### config.mk
export PLATFORM = sky130hd
export DESIGN_NAME = aes_enc_round_engine
export DESIGN_NICKNAME = d
export VERILOG_FILES = /design/src/rtl/aes_enc_round_engine.sv
export SDC_FILE = /design/constraint.sdc
export NUM_CORES = 1
export LEC_CHECK = 0
export BUFFER_PORTS_ARGS = -buffer_cell sky130_fd_sc_hd__buf_2
export CORE_MARGIN = 4
export CORE_UTILIZATION = 50
export DETAILED_ROUTE_END_ITERATION = 7
export PLACE_DENSITY = 0.91
export REMOVE_ABC_BUFFERS = 1
export SYNTH_ARGS = -nofsm -noshare
export SYNTH_HDL_FRONTEND = slang
export SYNTH_SLANG_ARGS = --single-unit
### constraint.sdc
create_clock -name clk -period 2.5 [get_ports clk]
set_input_delay 0.25 -clock clk [delete_from_list [all_inputs] [get_ports clk]]
set_output_delay 0.25 -clock clk [all_outputs]
set_load 0.03 [all_outputs]
### src/rtl/aes_enc_round_engine.sv
// AES-128/192/256 encryption round datapath.
// S-box lookups go to an external bank, SBOX_LANES words per cycle.
module aes_enc_round_engine #(
  parameter int SBOX_LANES = 1
) (
  input  logic                    clk,
  input  logic                    reset,
  input  logic                    next,
  input  logic [1:0]              keylen,
  input  logic [127:0]            block,
  input  logic [127:0]            round_key,
  output logic [3:0]              round,
  output logic [32*SBOX_LANES-1:0] sboxw,
  input  logic [32*SBOX_LANES-1:0] new_sboxw,
  output logic [127:0]            new_block,
  output logic                    ready,
  output logic                    result_valid
);

  if (!(SBOX_LANES == 1 || SBOX_LANES == 2 || SBOX_LANES == 4)) begin : g_bad
    $error("SBOX_LANES must be 1, 2 or 4");
  end

  localparam int S  = 4 / SBOX_LANES;
  localparam int CW = (S > 1) ? $clog2(S) : 1;

  typedef enum logic [1:0] {IDLE, INIT, SBOX, MAIN} state_t;

  state_t         fsm;
  logic [127:0]   state;
  logic [CW-1:0]  ctr;
  logic [3:0]     nr;
  int             base;
  logic [127:0]   sr;
  logic [127:0]   mc;

  function automatic logic [7:0] xt(input logic [7:0] b);
    return {b[6:0], 1'b0} ^ (b[7] ? 8'h1b : 8'h00);
  endfunction

  function automatic logic [31:0] mix_col(input logic [31:0] w);
    logic [7:0] a0, a1, a2, a3;
    {a0, a1, a2, a3} = w;
    return {xt(a0) ^ xt(a1) ^ a1 ^ a2 ^ a3,
            a0 ^ xt(a1) ^ xt(a2) ^ a2 ^ a3,
            a0 ^ a1 ^ xt(a2) ^ xt(a3) ^ a3,
            xt(a0) ^ a0 ^ a1 ^ a2 ^ xt(a3)};
  endfunction

  // Byte (row r, col c) lives at bit 127-8*(4c+r).
  function automatic logic [127:0] shift_rows(input logic [127:0] s);
    logic [127:0] o;
    o = '0;
    for (int c = 0; c < 4; c++)
      for (int r = 0; r < 4; r++)
        o[127-8*(4*c+r) -: 8] = s[127-8*(4*((c+r)%4)+r) -: 8];
    return o;
  endfunction

  function automatic logic [127:0] mix_columns(input logic [127:0] s);
    return {mix_col(s[127:96]), mix_col(s[95:64]),
            mix_col(s[63:32]), mix_col(s[31:0])};
  endfunction

  assign base      = int'(ctr) * SBOX_LANES;
  assign sr        = shift_rows(state);
  assign mc        = mix_columns(sr);
  assign new_block = state;

  always_comb begin
    sboxw = '0;
    if (fsm == SBOX)
      for (int i = 0; i < SBOX_LANES; i++)
        sboxw[32*i +: 32] = state[(3-base-i)*32 +: 32];
  end

  always_ff @(posedge clk or negedge reset) begin
    if (!reset) begin
      fsm          <= IDLE;
      state        <= '0;
      round        <= '0;
      ctr          <= '0;
      nr           <= 4'd10;
      ready        <= 1'b1;
      result_valid <= 1'b0;
    end else begin
      result_valid <= 1'b0;
      unique case (fsm)
        IDLE: begin
          if (next) begin
            round <= '0;
            ready <= 1'b0;
            unique case (keylen)
              2'd1:    nr <= 4'd12;
              2'd2:    nr <= 4'd14;
              default: nr <= 4'd10;
            endcase
            fsm <= INIT;
          end
        end
        INIT: begin
          state <= block ^ round_key;
          round <= 4'd1;
          ctr   <= '0;
          fsm   <= SBOX;
        end
        SBOX: begin
          for (int i = 0; i < SBOX_LANES; i++)
            state[(3-base-i)*32 +: 32] <= new_sboxw[32*i +: 32];
          if (ctr == CW'(S-1)) begin
            ctr <= '0;
            fsm <= MAIN;
          end else begin
            ctr <= ctr + CW'(1);
          end
        end
        MAIN: begin
          // Final round skips MixColumns and leaves round at nr.
          if (round == nr) begin
            state        <= sr ^ round_key;
            ready        <= 1'b1;
            result_valid <= 1'b1;
            fsm          <= IDLE;
          end else begin
            state <= mc ^ round_key;
            round <= round + 4'd1;
            ctr   <= '0;
            fsm   <= SBOX;
          end
        end
      endcase
    end
  end

endmodule

==> metrics.yaml <==
synth_top_cell_area_share: 0.202
status: "complete, no violations"
grtUsageTotal: 0.420
dp_hpwl_um: 57500
endpoint_kind: "register"
cts_max_level: 4
multi_input_area_mm2: 0.0126
grt_pass1_wl_um: 116000
cts_max_path_buffers: 2
seq_power_share: 0.148
clk_pin_slew_worst_paths_ns: 0.07
postLayoutCellArea_mm2: 0.0210
ios: 459
swShare: 0.498
crit_chain: "xor2_1 -> xnor3_1 -> a221oi_1 -> xor2_1 -> o21ai_0"
coreArea_mm2: 0.0336
seq_area_frac_synth: 0.205
finish.utilization: 0.626
rows: 67
p_switching_mw: 20.0
syn_area_mm2: 0.0171
dr.pass1.iters: 8
via_count: 18300
cp-start-kind: "register"
area_growth_pct: 23.1
critPathSlowestCell: "dfrtp_1"
nFillCells: 2727
die_h_um: 193
crit_type: "reg2reg"
via_per_inst: 7.04
max-slew-margin-rel: 0.190
numPortBuffers: 458
max_stage_delay_ns: 0.61
netlist.top_cell.by_area: "dfrtp_1"
place.gp.congestion: 0.989
fin_nets: 2432
drcViolationCount: 0
hold_viol: 0
crit_start: "new_block[20]"
fin_skew_ns: 0.0144
min_from: "round_key[11]"
clkLatencyLatePin_ns: 0.45
synth_area_leaders: "dfrtp_1, xnor3_1, xnor2_1"
async_flop_share: 1.00
ys_ff_latch: 140
p_leak_nw: 10.1
wl_per_cell_um: 31.0
fin_crit_sh: 0.981
synth_ff_type: "dfrtp_1"
path_max_fanout: 7
finalSetupViolations: 0
cap_violations: 0
synthCells: 1754
finalPower_mw: 40.1
p_per_area_mw_per_mm2: 1900
p_clk_frac: 0.071
numCtsBuffers: 17
die-area_mm2: 0.0372
regArea_mm2: 0.00352
drtIter0Drc: 3121
yosys_warnings: 0
drv_slew: 0
root_buffer: "clkbuf_16"
grt_pass1_vias: 17700
p_int_mw: 20.1
syn_avg_cell_area_um2: 9.74
ant_nets: 0
r2r-start: "new_block[20]"
vdd_ir_drop_max_mv: 1.05
fmax_mhz: 408
synth_edf_count: 0
grt_max_degree: 66
cp_data_arrival_time_ns: 2.77
die_x_um: 193
hold_path.class: "in2reg"
wirelength_um: 80500
cts_tree: "yes"
ys_types: 61
antenna_found_initial: 2
period_needed_ns: 2.45
placed_area_mm2: 0.0204
cts_sinks: 140
rsz0062_at_grt: "false"
drive_gt1_frac: 0.346
cp.required_ns: 2.82
overflow: 0
cpMostUsedCell: "xor2_1"
initial_core_util: 0.508
power_frac_comb: 0.781
worst_pin_slew_ns: 1.21
[synth_stat cells, types with 40 or more instances]
| library cell | n |
|---|---|
| a22oi_1 | 112 |
| clkbuf_1 | 156 |
| or4_1 | 102 |
| o211ai_1 | 59 |
| xnor3_1 | 135 |
| o211ai_2 | 46 |
| a21oi_1 | 41 |
| xnor2_1 | 160 |
| o21ai_0 | 113 |
| and3_1 | 40 |
| xor2_1 | 107 |
| nand2_1 | 126 |
| dfrtp_1 | 138 |
| nand3_1 | 115 |
| buf_2 | 55 |
[routing by layer]
layer | global-route usage | part of all wire | routed length (um) | vias up
li1 | - | - | - | 7236
met1 | 0.537 | 0.34 | 27100 | 8532
met2 | 0.631 | 0.43 | 35000 | 2021
met3 | 0.132 | 0.16 | 12600 | 472
met4 | 0.237 | 0.072 | 5830 | 2
met5 | 0 | 0.00061 | 49 | -
[per-stage QoR]
step | setup TNS (ns) | hold WS, ns | setup WS (ns) | cells
final | 0 | 0.0711 | 0.0486 | 2596
after global routing | 0 | 0.0787 | 0.00774 | 2594
after CTS | 0 | 0.0526 | 0.0123 | 2591
after detailed placement | 0 | 0.259 | 0.0759 | 2559
after global placement | 0 | 0.259 | 0.0830 | 2559
after floorplan | -1220.42 | -0.0456 | -9.60 | 1502
[state kept, by name, indices dropped and copies added (netlist names)]
| name | flops |
|---|---|
| ctr | 2 |
| fsm | 2 |
| new_block | 128 |
| nr | 2 |
| ready | 1 |
| result_valid | 1 |
| round | 4 |
[worst paths after layout]
kind	endpoint	slack, ns	cells after the start
max	new_block[44]	0.05	5
min	new_block[11]	0.07	3
max reg2reg	new_block[44]	0.05	5
min reg2reg	ready	0.54	2
max in group asynchronous	ready	1.39	3
min in group asynchronous	new_block[120]	0.36	2
[cells in the final DEF (no fill, tap or decap), drive strengths merged, types with 4 or more instances in the layout]
master	netlist	routed
o211ai	105	105
a21oi	41	41
xnor2	160	160
nand3	115	115
nand4	4	4
a21boi	7	7
or4	102	102
a221oi	8	8
and2	9	9
xor3	26	26
mux4	32	32
xnor3	135	135
nor4	12	12
a41oi	7	7
nor2	13	13
a22oi	112	112
mux2i	5	5
o2bb2ai	10	10
bufinv	0	4
inv	8	9
clkbuf	171	18
buf	81	611
xor2	109	109
o21ai	125	125
nor3	5	5
and3	40	40
nand2	126	126
a211o	7	7
clkinv	2	8
ha	6	6
dfrtp	138	138
[power groups by stage]
stage	logic (mW)	registers [mW]	clock network, mW
6_report	31.3	5.95	2.82
5_1_grt	32.4	5.94	2.91
4_1_cts	30.4	5.78	2.81
3_5_place_dp	30.1	5.81	0
3_3_place_gp	29.6	5.75	0
2_1_floorplan	18.4	7.39	0
[area by class of cell]
| type | instances | share of cell area |
|---|---|---|
| well taps | 448 | 0.0266 |
| clock inverters | 13 | 0.00827 |
| clock buffers | 18 | 0.0209 |
| inverters | 10 | 0.00202 |
| flip-flops and latches | 140 | 0.167 |
| diodes | 3 | 0.000357 |
| multi-input cells | 1352 | 0.597 |
| repair buffers | 612 | 0.177 |
[worst max-delay path, delay by kind of cell (launching register included)]
kind	cells	cell delay (ns)
DFF	1	0.61
AOI/OAI and AO/OA	2	0.42
xor gates and xnor gates	3	1.29
[cells by family (layout without fill, tap and decap cells)]
| logic type | count (synthesis) | count (layout) | share of synthesized area |
|---|---|---|---|
| buffers and inverters | 262 | 653 | 0.0664 |
| adder cells (fa/ha/maj) | 6 | 6 | 0.00439 |
| flip-flops | 140 | 140 | 0.205 |
| multiplexers | 37 | 37 | 0.0451 |
| AO/OA/AOI/OAI | 440 | 440 | 0.186 |
| other | 0 | 3 | 0 |
| XOR/XNOR | 430 | 430 | 0.353 |
| AND/OR/NAND/NOR | 439 | 439 | 0.140 |
[what timing repair did]
action	4_1_cts	5_1_grt
gates resized for setup	2	6
hold buffers	1	0
buffers inserted	0	2
endpoints found under the hold margin	50	0
endpoints found under the setup margin	9	12
(Power assumes the default switching activity.)
